$ cat src/rtl/request_framer_if.sv
// Byte-in / frame-out bundle between the UART receiver side and the request framer.
// Latency: none (wires only).
// Backpressure: none; rx_done is a single-cycle strobe and every output is a pulse or a held register.
interface request_framer_if;
  logic [7:0] rx_data;
  logic       rx_done;
  logic [7:0] cmd_out;
  logic [4:0] addr_out;
  logic       req_valid;
  logic       err_addr;
  logic       err_timeout;
  logic       busy;

  // Byte source (UART receiver / testbench) side
  modport master (
    output rx_data, rx_done,
    input  cmd_out, addr_out, req_valid, err_addr, err_timeout, busy
  );

  // Framer side
  modport slave (
    input  rx_data, rx_done,
    output cmd_out, addr_out, req_valid, err_addr, err_timeout, busy
  );
endinterface

$ cat src/rtl/request_framer.sv
// Assembles two-byte {command, address} request frames from a UART byte stream; optional
// inter-byte timeout built only when REQUEST_FRAMER_TIMEOUT_EN is defined.
// Latency: req_valid/err_addr one clk after the address byte's rx_done; no backpressure (never stalls rx).
module request_framer #(
  parameter int NUM_SENSORS    = 8,
  parameter int TIMEOUT_CYCLES = 50000000
) (
  input  logic              clk,
  input  logic              reset_n,
  request_framer_if.slave   bus
);

  // Addresses are 5 bits, so 1..32 sensors; a timeout window must be at least one cycle.
  if (NUM_SENSORS < 1 || NUM_SENSORS > 32) begin : g_bad_num_sensors
    $error("request_framer: NUM_SENSORS out of range 1..32");
  end
  if (TIMEOUT_CYCLES < 1) begin : g_bad_timeout
    $error("request_framer: TIMEOUT_CYCLES must be >= 1");
  end

  localparam logic [5:0] NUM_SENSORS_W = 6'(NUM_SENSORS);

  typedef enum logic [1:0] {
    IDLE      = 2'd0,
    WAIT_ADDR = 2'd1,
    DELIVER   = 2'd2
  } state_t;

  state_t     state_q, state_d;
  logic [7:0] cmd_lat_q, cmd_lat_d;     // command byte of the frame in progress
  logic [7:0] cmd_out_q, cmd_out_d;
  logic [4:0] addr_out_q, addr_out_d;
  logic       req_valid_q, req_valid_d;
  logic       err_addr_q, err_addr_d;

  logic       byte_nonzero;
  logic       addr_in_range;

  assign byte_nonzero  = (bus.rx_data != 8'h00);
  assign addr_in_range = ({1'b0, bus.rx_data[4:0]} < NUM_SENSORS_W);

`ifdef REQUEST_FRAMER_TIMEOUT_EN
  localparam int CNT_W = (TIMEOUT_CYCLES > 1) ? $clog2(TIMEOUT_CYCLES + 1) : 1;
  localparam logic [CNT_W-1:0] CNT_LAST = CNT_W'(TIMEOUT_CYCLES - 1);

  logic [CNT_W-1:0] cnt_q, cnt_d;
  logic             err_timeout_q, err_timeout_d;
  logic             cnt_expired;

  assign cnt_expired = (cnt_q == CNT_LAST);
`endif

  // Next-state, output-register and counter update logic
  always_comb begin
    state_d     = state_q;
    cmd_lat_d   = cmd_lat_q;
    cmd_out_d   = cmd_out_q;
    addr_out_d  = addr_out_q;
    req_valid_d = 1'b0;
    err_addr_d  = 1'b0;
`ifdef REQUEST_FRAMER_TIMEOUT_EN
    err_timeout_d = 1'b0;
`endif

    case (state_q)
      // DELIVER treats a same-cycle byte exactly like IDLE so a back-to-back command is not lost.
      IDLE, DELIVER: begin
        state_d = IDLE;
        if (bus.rx_done && byte_nonzero) begin
          cmd_lat_d = bus.rx_data;
          state_d   = WAIT_ADDR;
        end
      end

      WAIT_ADDR: begin
        // An arriving byte always wins over an expiring timeout.
        if (bus.rx_done) begin
          if (addr_in_range) begin
            cmd_out_d   = cmd_lat_q;
            addr_out_d  = bus.rx_data[4:0];
            req_valid_d = 1'b1;
            state_d     = DELIVER;
          end else begin
            err_addr_d = 1'b1;
            state_d    = IDLE;
          end
        end
`ifdef REQUEST_FRAMER_TIMEOUT_EN
        else if (cnt_expired) begin
          err_timeout_d = 1'b1;
          state_d       = IDLE;
        end
`endif
      end

      default: state_d = IDLE;
    endcase

`ifdef REQUEST_FRAMER_TIMEOUT_EN
    // Counts cycles spent in WAIT_ADDR; zero on every entry.
    if (state_q == WAIT_ADDR && state_d == WAIT_ADDR) begin
      cnt_d = cnt_q + 1'b1;
    end else begin
      cnt_d = '0;
    end
`endif
  end

  // State and output registers, cleared asynchronously
  always_ff @(posedge clk or negedge reset_n) begin
    if (!reset_n) begin
      state_q     <= IDLE;
      cmd_lat_q   <= 8'h00;
      cmd_out_q   <= 8'h00;
      addr_out_q  <= 5'd0;
      req_valid_q <= 1'b0;
      err_addr_q  <= 1'b0;
    end else begin
      state_q     <= state_d;
      cmd_lat_q   <= cmd_lat_d;
      cmd_out_q   <= cmd_out_d;
      addr_out_q  <= addr_out_d;
      req_valid_q <= req_valid_d;
      err_addr_q  <= err_addr_d;
    end
  end

`ifdef REQUEST_FRAMER_TIMEOUT_EN
  // Timeout counter and its error pulse
  always_ff @(posedge clk or negedge reset_n) begin
    if (!reset_n) begin
      cnt_q         <= '0;
      err_timeout_q <= 1'b0;
    end else begin
      cnt_q         <= cnt_d;
      err_timeout_q <= err_timeout_d;
    end
  end

  assign bus.err_timeout = err_timeout_q;
`else
  assign bus.err_timeout = 1'b0;
`endif

  assign bus.cmd_out   = cmd_out_q;
  assign bus.addr_out  = addr_out_q;
  assign bus.req_valid = req_valid_q;
  assign bus.err_addr  = err_addr_q;
  assign bus.busy      = (state_q != IDLE);

endmodule
$ cat src/flat_wrapper.sv
// flat-port wrapper written by rule: the top's interface ports become plain ports
module request_framer_flat 
#(
  parameter int NUM_SENSORS    = 8,
  parameter int TIMEOUT_CYCLES = 50000000
)
  (clk, reset_n, bus_rx_data, bus_rx_done, bus_cmd_out, bus_addr_out, bus_req_valid, bus_err_addr, bus_err_timeout, bus_busy);
  request_framer_if bus_i ();
  input  logic clk;
  input  logic reset_n;
  input wire logic [$bits(bus_i.rx_data)-1:0] bus_rx_data;
  input wire logic [$bits(bus_i.rx_done)-1:0] bus_rx_done;
  output wire logic [$bits(bus_i.cmd_out)-1:0] bus_cmd_out;
  output wire logic [$bits(bus_i.addr_out)-1:0] bus_addr_out;
  output wire logic [$bits(bus_i.req_valid)-1:0] bus_req_valid;
  output wire logic [$bits(bus_i.err_addr)-1:0] bus_err_addr;
  output wire logic [$bits(bus_i.err_timeout)-1:0] bus_err_timeout;
  output wire logic [$bits(bus_i.busy)-1:0] bus_busy;
  assign bus_i.rx_data = bus_rx_data;
  assign bus_i.rx_done = bus_rx_done;
  assign bus_cmd_out = bus_i.cmd_out;
  assign bus_addr_out = bus_i.addr_out;
  assign bus_req_valid = bus_i.req_valid;
  assign bus_err_addr = bus_i.err_addr;
  assign bus_err_timeout = bus_i.err_timeout;
  assign bus_busy = bus_i.busy;
  request_framer #(.NUM_SENSORS(NUM_SENSORS), .TIMEOUT_CYCLES(TIMEOUT_CYCLES)) u_core (.clk(clk), .reset_n(reset_n), .bus(bus_i));
endmodule
$ cat config.mk
export PLATFORM = sky130hd
export DESIGN_NAME = request_framer_flat
export DESIGN_NICKNAME = d
export VERILOG_FILES = /design/src/rtl/request_framer_if.sv /design/src/rtl/request_framer.sv /design/src/flat_wrapper.sv
export SDC_FILE = /design/constraint.sdc
export NUM_CORES = 1
export LEC_CHECK = 0
export BUFFER_PORTS_ARGS = -buffer_cell sky130_fd_sc_hd__buf_2
export CAP_MARGIN = 20
export CORE_ASPECT_RATIO = 0.7
export CORE_MARGIN = 1.5
export CORE_UTILIZATION = 45
export DETAILED_ROUTE_END_ITERATION = 6
export PLACE_DENSITY_LB_ADDON = 0.05
export RECOVER_POWER = 25
export REMOVE_ABC_BUFFERS = 1
export SLEW_MARGIN = 20
export SYNTH_ARGS = -nofsm -noshare
export SYNTH_HDL_FRONTEND = slang
export SYNTH_SLANG_ARGS = --single-unit
$ cat constraint.sdc
create_clock -name clk -period 2 [get_ports clk]
set_clock_uncertainty 0.05 [all_clocks]
set_input_delay 0.2 -clock clk [delete_from_list [all_inputs] [get_ports clk]]
set_output_delay 0.2 -clock clk [all_outputs]
set_load 0.02 [all_outputs]
==> metrics.md <==
| Metric | Value |
|---|---|
| Status | `complete, no violations` |
| DRC errors left | `0` |
| Synth Instances | `62` |
| # IOs | `28` |
| I/O Buffers | `26` |
| Fmax | `572.7 MHz` |
| Final #Nets | `103` |
| Routed Antenna Nets | `0` |
| CTS tree | `built` |
| Reg2Reg Depth | `4` |
| Htree depth | `1` |
| Worst setup SP type | `flop` |
| Yosys reg bits | `25` |
| Worst setup EP type | `flop` |
| Synth warn | `0` |
| CTS Root Cell | `clkbuf_4` |
| Utilization after layout | `56.62%` |
| RSZ-0062 raised after global routing | `false` |
| Seq/Total Area, Yosys | `61.35%` |
| Total grt overflow | `0` |
| Via density per instance | `4.585` |
| Area grow syn2layout | `18.65%` |
| Syn Area/Cell | `16.45 sq um` |
| Int Pwr | `0.9814 mW` |
| Diode count | `0` |
| Total power | `1.459 mW` |
| First-pass GRT wire length | `2773 um` |
| Antenna violations before repair | `0` |
| Die area | `0.002565 sq mm` |
| Setup CP Type | `reg2reg` |
| Setup Viol. Count Final | `0` |
| Max_slew headroom | `13.33%` |
| Sw frac | `32.73%` |
| Post-Layout Cell Count | `123` |
| Pwr/cell area | `1206 mW/mm^2` |
| Max_cap viols | `0` |
| Worst-path clk slew | `140 ps` |
| # rows | `14` |
| Post-CTS Resized | `0` |
| Fillers | `189` |
| Inst Count DP | `118` |
| Static Leakage | `0.6031 nW` |
| Routability Congestion | `0.7827` |
| Final period util | `87.30%` |
| Sw power | `0.4774 mW` |
| Number of detailed-route iterations in the first pass | `2` |
| GRT Overall Usage | `15.22%` |
| DIE HEIGHT | `42.83 um` |
| Worst vdd ir | `647.0 uV` |
| Most frequent cells in the layout | `buf_2, dfrtp_1, mux2_4` |
| Largest net degree at the start of global routing | `26` |
| Cell Area, Synth | `0.001020 sq mm` |
| Via Count | `564` |
| CTS Sinks | `25` |
| TNS Setup | `0 ps` |
| Combinational share of power | `34.5%` |
| Hold Path Class | `in2reg` |
| WHS | `75.96 ps` |
| Clk network pwr share | `15.7%` |
| Core Area | `0.002137 sq mm` |
| Share of power burned in registers | `49.8%` |
| Clock Path Buffers | `2` |
| Final wirelength | `1584 um` |
| Crit Path Max Fanout | `9` |
| Synth area leader | `dfrtp_1` |
| Synth top area cells | `dfrtp_1, mux2_4, mux2_2` |
| Detailed router's first-iteration violation count | `7` |
| Drt wl/cell | `12.88 um` |
| WP data arrival | `1910 ps` |
| Vias in the first global route | `565` |
| Distinct cells, synth | `16` |
| Worst Tran Pin Value | `1300 ps` |
| CTS buffer count | `3` |
| R2R Setup Slk | `250 ps` |
| WP data required | `2160 ps` |
| Hold Vio Cnt, Final | `0` |
| Post-DP HPWL | `1140 um` |
| Worst hold stages | `3` |
| Worst-Skew Late Latency | `310 ps` |
| Max-slew violation count | `0` |
| Die width | `59.90 um` |
| Area fraction of the dominant cell type after synthesis | `61.35%` |
| Layout cells sized above 1 | `60.44%` |
| Initial core utilization | `47.72%` |
| Tmin final | `1746 ps` |
## final timing paths
check / start / end
worst max-delay path: u_core.state_q[1] / u_core.bus.cmd_out[0]
worst min-delay path: bus_rx_done / u_core.bus.err_addr
worst max register to register: u_core.state_q[1] / u_core.bus.cmd_out[0]
worst min register to register: u_core.cmd_lat_q[7] / u_core.bus.cmd_out[7]
max in group asynchronous: reset_n / u_core.bus.addr_out[3]
min in group asynchronous: reset_n / u_core.cmd_lat_q[4]
## registers in the layout, summed over array words and instances, names as in the netlist
signal	cells
u_core.bus.cmd_out	8
u_core.cmd_lat_q	8
u_core.bus.addr_out	5
u_core.state_q	2
u_core.bus.err_addr	1
u_core.bus.req_valid	1
## critical path, stage by stage (launching register included)
cell and delay, ps:
dfrtp_1 400, nand3b_1 160, or3_1 530, inv_8 190, mux2_4 310
## metal layers
metal	track usage [%]	routed length, um	up-vias
li1	-	-	270
met1	21.71	797	276
met2	21.74	684	16
met3	6.707	88	2
met4	2.667	13	0
met5	0	0	-
## timing repair
item | CTS | global route
setup buffers | 0 | 0
hold endpoints to repair | 25 | 0
hold buffers | 1 | 0
## through the flow
stage | area (sq um) | setup WS (ps)
after floorplan | 1001 | 381.6
after CTS | 1211 | 246.1
after detailed placement | 1171 | 261.4
after global placement | 1171 | 300.9
after global routing | 1210 | 180.2
final | 1210 | 254.0
## synth_stat cells
master    count
nor4_2        1
a311oi_4      1
buf_6         1
mux2_2        8
mux2_4       11
inv_8         1
inv_1         3
dfrtp_1      25
and2_2        2
conb_1        1
or3_1         1
nor2_1        3
or2_2         1
a31o_2        1
nand3b_1      1
buf_4         1
## kinds of logic (layout without fill, tap and decap cells)
kind of cell	Yosys count	count (layout)	share of synthesized area, %
and+or+nand+nor	9	9	5.767
AOI/OAI and AO/OA	2	2	3.436
buffers and inverters	6	35	4.049
DFF	25	25	61.35
other	1	1	0.3677
muxes	19	19	25.03
## power by group through the flow
stage	Combinational, mW	Clock (mW)	Sequential, mW
5_1_grt	0.541	0.259	0.752
3_5_place_dp	0.507	0	0.739
3_3_place_gp	0.501	0	0.738
6_report	0.504	0.229	0.726
4_1_cts	0.511	0.243	0.730
2_1_floorplan	0.219	0	0.861
## area by class of cell
type	instances	area (sq um)	share of cell area [%]
Multi-Input combinational cell	31	352.8	29.16
Inverter	4	22.52	1.861
Tap cell	32	40.04	3.309
Clock inverter	1	7.507	0.6205
Timing Repair Buffer	27	138.9	11.48
Clock buffer	3	22.52	1.861
Sequential cell	25	625.6	51.71
Note: power is estimated with default switching activity, not from simulation.
